### src/rtl/riscv_pkg.sv
`default_nettype none
// +--------------------------------------------------------------------+
// | riscv_pkg : shared core constants, fetch buffer entry type, helpers |
// | Rev 1.0                                                            |
// +--------------------------------------------------------------------+
package riscv_pkg;

  localparam int              XLEN             = 32;
  localparam logic [XLEN-1:0] NOP_INSTR        = 32'h0000_0013;
  localparam logic [XLEN-1:0] DEFAULT_RESET_PC = 32'h0000_0000;
  localparam int              FETCH_BUF_DEPTH  = 2;
  localparam int              FETCH_BUF_CNT_W  = $clog2(FETCH_BUF_DEPTH + 1);

  typedef struct packed {
    logic [XLEN-1:0] instr;
    logic [XLEN-1:0] pc;
  } fetch_entry_t;

  function automatic logic [XLEN-1:0] pc_next(input logic [XLEN-1:0] pc);
    return pc + 32'd4;
  endfunction

endpackage
`default_nettype wire

### src/rtl/fetch_buffer.sv
`default_nettype none
// +--------------------------------------------------------------------+
// | fetch_buffer : small FIFO of {instr, pc} with synchronous flush     |
// | Rev 1.0                                                            |
// +--------------------------------------------------------------------+
module fetch_buffer
  import riscv_pkg::*;
(
  input  logic                       clk,
  input  logic                       rst,
  input  logic                       flush,
  input  logic                       push,
  input  fetch_entry_t               push_entry,
  input  logic                       pop,
  output fetch_entry_t               head,
  output logic [FETCH_BUF_CNT_W-1:0] count,
  output logic                       full,
  output logic                       empty
);

  localparam int PTR_W = (FETCH_BUF_DEPTH > 1) ? $clog2(FETCH_BUF_DEPTH) : 1;

  fetch_entry_t               mem_q [FETCH_BUF_DEPTH];
  fetch_entry_t               mem_d [FETCH_BUF_DEPTH];
  logic [PTR_W-1:0]           rd_ptr_q, rd_ptr_d;
  logic [PTR_W-1:0]           wr_ptr_q, wr_ptr_d;
  logic [FETCH_BUF_CNT_W-1:0] count_q, count_d;
  logic                       do_push, do_pop;

  function automatic logic [PTR_W-1:0] ptr_inc(input logic [PTR_W-1:0] p);
    if (p == PTR_W'(FETCH_BUF_DEPTH - 1)) begin
      return '0;
    end
    return p + 1'b1;
  endfunction

  assign empty = (count_q == '0);
  assign full  = (count_q == FETCH_BUF_CNT_W'(FETCH_BUF_DEPTH));
  assign count = count_q;
  assign head  = mem_q[rd_ptr_q];

  // A push into a full buffer is legal only when the head leaves in the same cycle.
  assign do_pop  = pop & ~empty;
  assign do_push = push & (~full | do_pop);

  always_comb begin
    mem_d    = mem_q;
    rd_ptr_d = rd_ptr_q;
    wr_ptr_d = wr_ptr_q;
    count_d  = count_q;
    if (flush) begin
      rd_ptr_d = '0;
      wr_ptr_d = '0;
      count_d  = '0;
    end else begin
      if (do_push) begin
        mem_d[wr_ptr_q] = push_entry;
        wr_ptr_d        = ptr_inc(wr_ptr_q);
      end
      if (do_pop) begin
        rd_ptr_d = ptr_inc(rd_ptr_q);
      end
      if (do_push && !do_pop) begin
        count_d = count_q + 1'b1;
      end else if (!do_push && do_pop) begin
        count_d = count_q - 1'b1;
      end
    end
  end

  always_ff @(posedge clk or posedge rst) begin
    if (rst) begin
      for (int i = 0; i < FETCH_BUF_DEPTH; i++) begin
        mem_q[i] <= '0;
      end
      rd_ptr_q <= '0;
      wr_ptr_q <= '0;
      count_q  <= '0;
    end else begin
      mem_q    <= mem_d;
      rd_ptr_q <= rd_ptr_d;
      wr_ptr_q <= wr_ptr_d;
      count_q  <= count_d;
    end
  end

endmodule
`default_nettype wire

### src/rtl/fetch_unit.sv
`default_nettype none
// +--------------------------------------------------------------------+
// | fetch_unit : instruction fetch with 2-deep buffer and redirect drop |
// | Option macro: FETCH_MISALIGN_CHECK_EN (misaligned-target trap/halt) |
// | Rev 1.0                                                            |
// +--------------------------------------------------------------------+
module fetch_unit
  import riscv_pkg::*;
#(
  parameter logic [XLEN-1:0] RESET_PC = DEFAULT_RESET_PC
) (
  input  logic            clk,
  input  logic            rst,
  output logic            imem_req,
  output logic [XLEN-1:0] imem_addr,
  input  logic            imem_ready,
  input  logic            imem_rvalid,
  input  logic [XLEN-1:0] imem_rdata,
  input  logic            pc_src_e,
  input  logic [XLEN-1:0] pc_target_e,
  input  logic            stall_d,
  output logic            valid_d,
  output logic [XLEN-1:0] instr_d,
  output logic [XLEN-1:0] pc_d,
  output logic [XLEN-1:0] pc_plus4_d,
  output logic            misalign_f
);

  logic [XLEN-1:0]            pc_f_q, pc_f_d;
  logic [XLEN-1:0]            resp_pc_q, resp_pc_d;
  logic [FETCH_BUF_CNT_W-1:0] outstanding_q, outstanding_d;
  logic [FETCH_BUF_CNT_W-1:0] drop_q, drop_d;

  logic [FETCH_BUF_CNT_W-1:0] buf_count;
  logic                       buf_full, buf_empty;
  fetch_entry_t               buf_head, buf_in;
  logic [FETCH_BUF_CNT_W:0]   inflight;
  logic [XLEN-1:0]            target_eff;
  logic                       fetch_hold;
  logic                       handshake, resp_keep, buf_pop;

`ifdef FETCH_MISALIGN_CHECK_EN
  logic suspend_q, suspend_d;
  logic misalign_q, misalign_d;
  logic target_misaligned;

  assign target_misaligned = |pc_target_e[1:0];
  assign target_eff        = pc_target_e;
  assign fetch_hold        = suspend_q;
  assign misalign_f        = misalign_q;

  // A misaligned target parks fetch until an aligned redirect arrives.
  always_comb begin
    suspend_d  = suspend_q;
    misalign_d = 1'b0;
    if (pc_src_e) begin
      suspend_d  = target_misaligned;
      misalign_d = target_misaligned;
    end
  end

  always_ff @(posedge clk or posedge rst) begin
    if (rst) begin
      suspend_q  <= 1'b0;
      misalign_q <= 1'b0;
    end else begin
      suspend_q  <= suspend_d;
      misalign_q <= misalign_d;
    end
  end
`else
  logic unused_target_lsbs;

  assign unused_target_lsbs = ^pc_target_e[1:0];
  assign target_eff         = {pc_target_e[XLEN-1:2], 2'b00};
  assign fetch_hold         = 1'b0;
  assign misalign_f         = 1'b0;
`endif

  // Requests already in flight count against buffer space so every response lands.
  assign inflight  = {1'b0, outstanding_q} + {1'b0, buf_count};
  assign imem_req  = ~rst & ~pc_src_e & ~fetch_hold
                   & (inflight < (FETCH_BUF_CNT_W + 1)'(FETCH_BUF_DEPTH));
  assign imem_addr = pc_f_q;
  assign handshake = imem_req & imem_ready;

  assign resp_keep = imem_rvalid & (drop_q == '0) & ~pc_src_e;
  assign buf_pop   = valid_d & ~stall_d;
  assign buf_in    = '{instr: imem_rdata, pc: resp_pc_q};

  always_comb begin
    outstanding_d = outstanding_q;
    if (handshake && !imem_rvalid) begin
      outstanding_d = outstanding_q + 1'b1;
    end else if (!handshake && imem_rvalid) begin
      outstanding_d = outstanding_q - 1'b1;
    end
  end

  // Responses are in order, so one running PC tags them; a redirect rebases it.
  always_comb begin
    pc_f_d    = pc_f_q;
    resp_pc_d = resp_pc_q;
    drop_d    = drop_q;
    if (pc_src_e) begin
      pc_f_d    = target_eff;
      resp_pc_d = target_eff;
      drop_d    = outstanding_d;
    end else begin
      if (handshake) begin
        pc_f_d = pc_next(pc_f_q);
      end
      if (resp_keep) begin
        resp_pc_d = pc_next(resp_pc_q);
      end
      if (imem_rvalid && (drop_q != '0)) begin
        drop_d = drop_q - 1'b1;
      end
    end
  end

  always_ff @(posedge clk or posedge rst) begin
    if (rst) begin
      pc_f_q        <= RESET_PC;
      resp_pc_q     <= RESET_PC;
      outstanding_q <= '0;
      drop_q        <= '0;
    end else begin
      pc_f_q        <= pc_f_d;
      resp_pc_q     <= resp_pc_d;
      outstanding_q <= outstanding_d;
      drop_q        <= drop_d;
    end
  end

  fetch_buffer u_fetch_buffer (
    .clk        (clk),
    .rst        (rst),
    .flush      (pc_src_e),
    .push       (resp_keep),
    .push_entry (buf_in),
    .pop        (buf_pop),
    .head       (buf_head),
    .count      (buf_count),
    .full       (buf_full),
    .empty      (buf_empty)
  );

  assign valid_d    = ~buf_empty;
  assign instr_d    = buf_empty ? NOP_INSTR : buf_head.instr;
  assign pc_d       = buf_empty ? '0 : buf_head.pc;
  assign pc_plus4_d = buf_empty ? '0 : pc_next(buf_head.pc);

  logic unused_buf_full;
  assign unused_buf_full = buf_full;

endmodule
`default_nettype wire
### config.mk
export PLATFORM = sky130hd
export DESIGN_NAME = fetch_unit
export DESIGN_NICKNAME = d
export VERILOG_FILES = /design/src/rtl/riscv_pkg.sv /design/src/rtl/fetch_buffer.sv /design/src/rtl/fetch_unit.sv
export SDC_FILE = /design/constraint.sdc
export NUM_CORES = 1
export LEC_CHECK = 0
export CORE_UTILIZATION = 48
export CTS_CLUSTER_SIZE = 24
export DETAILED_ROUTE_END_ITERATION = 8
export PLACE_DENSITY = 0.87
export SLEW_MARGIN = 10
export SYNTH_ARGS = -nofsm -noshare
export SYNTH_HDL_FRONTEND = slang
export SYNTH_HIERARCHICAL = 1
export SYNTH_SLANG_ARGS = --single-unit
### constraint.sdc
create_clock -name clk -period 4.6 [get_ports clk]
set_input_delay 0.92 -clock clk [delete_from_list [all_inputs] [get_ports clk]]
set_output_delay 0.92 -clock clk [all_outputs]
set_load 0.02 [all_outputs]
==> results of run 1 <==
-- registers in the layout, summed over array words and instances (netlist names) --
signal and count:
drop_q 2, imem_addr 30, outstanding_q 2, resp_pc_q 30, u_fetch_buffer/count 2, u_fetch_buffer/mem_q 128, u_fetch_buffer/rd_ptr_q 1, u_fetch_buffer/wr_ptr_q 1
-- final timing paths --
check                           slack (ns)  cells past startpoint                             startpoint                               endpoint
worst max-delay path                  0.08                      7    u_fetch_buffer/rd_ptr_q$_DFFE_PP0P_                         pc_plus4_d[28]
worst min-delay path                  0.50                      1  u_fetch_buffer/mem_q[122]$_DFFE_PP0P_  u_fetch_buffer/mem_q[122]$_DFFE_PP0P_
worst max register to register        1.42                      6    u_fetch_buffer/count[1]$_DFFE_PP0P_  u_fetch_buffer/mem_q[117]$_DFFE_PP0P_
worst min register to register        0.50                      1  u_fetch_buffer/mem_q[122]$_DFFE_PP0P_  u_fetch_buffer/mem_q[122]$_DFFE_PP0P_
max in group asynchronous             2.64                      3                                    rst    u_fetch_buffer/rd_ptr_q$_DFFE_PP0P_
min in group asynchronous             1.05                      2                                    rst   u_fetch_buffer/mem_q[26]$_DFFE_PP0P_
-- kinds of logic (layout without fill, tap and decap cells) --
group / after synthesis / count (layout) / synth area share
and+or+nand+nor: 322 / 322 / 0.163
muxes: 201 / 201 / 0.229
DFF: 196 / 196 / 0.460
AOI/OAI and AO/OA: 99 / 99 / 0.0585
buffers and inverters: 72 / 260 / 0.0324
xor gates and xnor gates: 60 / 60 / 0.0493
adders and majority gates: 5 / 5 / 0.00658
other: 1 / 7 / 0.000352
-- cells in the final DEF (no fill, tap or decap), types with 6 or more instances in the layout --
cell and count:
sky130_fd_sc_hd__nor3_1 12, sky130_fd_sc_hd__and2_1 7, sky130_fd_sc_hd__o311ai_0 13, sky130_fd_sc_hd__conb_1 7, sky130_fd_sc_hd__and3_1 11, sky130_fd_sc_hd__mux2_2 150, sky130_fd_sc_hd__a31oi_1 6, sky130_fd_sc_hd__xor2_1 38
sky130_fd_sc_hd__clkbuf_16 17, sky130_fd_sc_hd__nand2_1 66, sky130_fd_sc_hd__nor2_1 53, sky130_fd_sc_hd__clkdlybuf4s50_1 193, sky130_fd_sc_hd__mux2_4 49, sky130_fd_sc_hd__buf_4 12, sky130_fd_sc_hd__nor2b_1 63, sky130_fd_sc_hd__o21ai_0 46
sky130_fd_sc_hd__nor4_1 6, sky130_fd_sc_hd__dfrtp_1 195, sky130_fd_sc_hd__o211ai_1 11, sky130_fd_sc_hd__a21oi_1 9, sky130_fd_sc_hd__xnor2_1 22, sky130_fd_sc_hd__nand3_1 37, sky130_fd_sc_hd__inv_1 16, sky130_fd_sc_hd__nand4_1 35
-- layer usage --
metal  vias up  global-route usage
met5         -                   0
met4         0              0.0775
met3        41              0.0590
met2       350               0.383
met1      4012               0.321
li1       3751                   -
-- stage by stage --
step | hold slack [ns] | worst slack (ns) | power (W) | cell area (um^2) | util
after floorplan | 0.475 | 0.154 | 0.00395 | 10700 | -
after global placement | 0.482 | 0.545 | 0.00450 | 12900 | 0.590
after detailed placement | 0.490 | 0.530 | 0.00459 | 12900 | 0.590
after CTS | 0.505 | 0.0630 | 0.00610 | 13500 | 0.616
after global routing | 0.516 | 0.00134 | 0.00639 | 13500 | 0.617
final | 0.504 | 0.0850 | 0.00607 | 13500 | 0.617
-- layout make-up --
type                            instances  area (um^2)
Clock buffer                           19          453
Clock inverter                         11          128
Fill cell                            1671         8360
Inverter                               20         77.6
Multi-Input combinational cell        694         5450
Sequential cell                       196         4910
Tap cell                              280          350
Timing Repair Buffer                  210         2100
-- worst register-to-register path: stages (launching register included) --
cell,delay [ns]
sky130_fd_sc_hd__dfrtp_1,0.50
sky130_fd_sc_hd__nor2_4,0.49
sky130_fd_sc_hd__nor2_1,0.23
sky130_fd_sc_hd__nor3b_1,0.55
sky130_fd_sc_hd__or4b_4,0.48
sky130_fd_sc_hd__buf_12,0.40
sky130_fd_sc_hd__mux2_2,0.40
-- repair_timing --
item,CTS,global route
resized for setup,0,3
setup buffers,0,0
setup endpoints to repair,0,6
-- power breakdown --
part | switching, W | total [W] | internal, W
sequential | 0.000332 | 0.00254 | 0.00221
combinational | 0.000892 | 0.00205 | 0.00116
clock | 0.000653 | 0.00148 | 0.000828
==> flow_summary.yaml, run 1 <==
floorplanning:
  initial_core_util: 0.488
  top_ports: 201
  core-area_um2: 21800
  dieArea_um2: 22800
  fp-row-count: 54
  dieWidth_um: 151
  die_y_extent_um: 151
placed_design:
  place.detailed.instances: 1400
  place.port_buffers: 195
  globalplace.congestion: 0.936
  hpwl_reported_at_the_end_of_detailed_placement_um: 18700
pwr:
  ir_worst_vdd_uv: 248
  power_density_nw_per_um2: 451
  lkg_pwr_nw: 5.67
route:
  drt-pass1-iter-count: 5
  postRouteAntennaNets: 0
  wl_um: 26700
  dr_wl_met2_um: 12100
  drc_errors: 0
  m1WireLength_um: 12000
  route.detailed.vias_per_inst: 5.70
  met3WireLength_um: 2020
  routed-via-count: 8154
  post_drt_wl_per_cell_um: 18.7
  first_iter_violations: 446
  top_layer_used: "met4"
synth:
  number_of_synthesized_flops_with_an_enable_pin: 0
  synth_cell_types: 54
  yosysWarnings: 6
  netlist_instances: 956
  yosysSeqAreaShare: 0.460
  ys_dominant_reg_cell: "sky130_fd_sc_hd__dfrtp_1"
  synth_top_cells_by_area: "sky130_fd_sc_hd__dfrtp_1 46%, sky130_fd_sc_hd__mux2_2 16%, sky130_fd_sc_hd__mux2_4 6.9%"
  post_synth.cell_area_avg_um2: 11.1
  post_synthesis_register_bit_count: 196
  synthDominantCellAreaShare: 0.460
  ys_async_sr_fraction: 1.00
  syn_area_um2: 10700
  synthTopCellsByCount: "196 x sky130_fd_sc_hd__dfrtp_1, 150 x sky130_fd_sc_hd__mux2_2, 66 x sky130_fd_sc_hd__nand2_1"
  library_cell_with_the_highest_instance_count_after_synthesis: "sky130_fd_sc_hd__dfrtp_1"
  synth_top_area_cell: "sky130_fd_sc_hd__dfrtp_1"
clocking:
  cts_max_path_buffers: 2
  clk_pin_slew_worst_paths_ns: 0.07
  tritoncts_buffer_count: 17
  cts.root.buffer_cell: "sky130_fd_sc_hd__clkbuf_16"
  tritoncts: "yes"
  cts.htree.levels: 4
  clock_latency_on_the_worst_skew_pair_ns: 0.43
  cts.hold.buffers_added: 0
  clkSinkCount: 196
timing:
  worst_clock_skew_ns: 0.00920
  setup_repair_after_global_routing_missed_its_margin: "false"
  layout_min_cycle_time_ns: 4.52
  final-max-slew-violation-count: 0
  total_negative_slack_ns: 0
  finalCritPeriodShare: 0.982
  timing.final.hold_violations: 0
  achievable-frequency_mhz: 221
  worst_pin_slew_ns: 1.09
  setup_viol: 0
  max_slew_margin: 0.267
critical_path:
  kind_of_capture_point_of_the_worst_setup_path: "output pin"
  criticalPathCategory: "register to output pin"
  timing.critical_path.slowest_stage_cell: "sky130_fd_sc_hd__clkdlybuf4s50_1"
  cp_max_fo: 17
  required_ns: 3.68
  critPathLaunchType: "register"
  worst_path_largest_cell_delay_ns: 0.62
  crit_path_cell_trace: "mux2_2 > nand4_1 > or4_4 > or4_4 > xor2_1 > nor2_1 > clkdlybuf4s50_1"
  critical_path.n_buffers_inverters: 1
  critical_path.most_common_cell: "sky130_fd_sc_hd__or4_4"
  worst-endpoint-arrival_ns: 3.60
  critPathTopFamily: "simple AND/OR/NAND/NOR gates"
run_status:
  outcome: "finished, final reports clean"
global_route:
  grt_pass1_wl_um: 42500
  first_global_vias: 8176
  largest_net_degree_at_the_start_of_global_routing: 95
  antenna_found_initial: 0
  globalRoute.totalOverflow: 0
  global_route_total_usage_across_every_layer: 0.240
flow_run:
  timing.max_cap.violations: 0
finish:
  layout-drive-gt1-share: 0.234
  layout-area-overhead-vs-synth_pct: 26.4
  nets: 1214
  antenna-diode-count: 0
  stdcell_count: 1430
min_path:
  hp-class: "register to register"
No activity file was read; power rests on OpenSTA's default activity.
==> run 2, diff against run 1 <==
--- a/config.mk
+++ b/config.mk
@@ -5,6 +5,7 @@
 export SDC_FILE = /design/constraint.sdc
 export NUM_CORES = 1
 export LEC_CHECK = 0
+export CAP_MARGIN = 25
 export CORE_UTILIZATION = 48
 export CTS_CLUSTER_SIZE = 24
 export DETAILED_ROUTE_END_ITERATION = 8
==> results of run 2 <==
Final layout, timing and power as in run 1 (identical DEF).
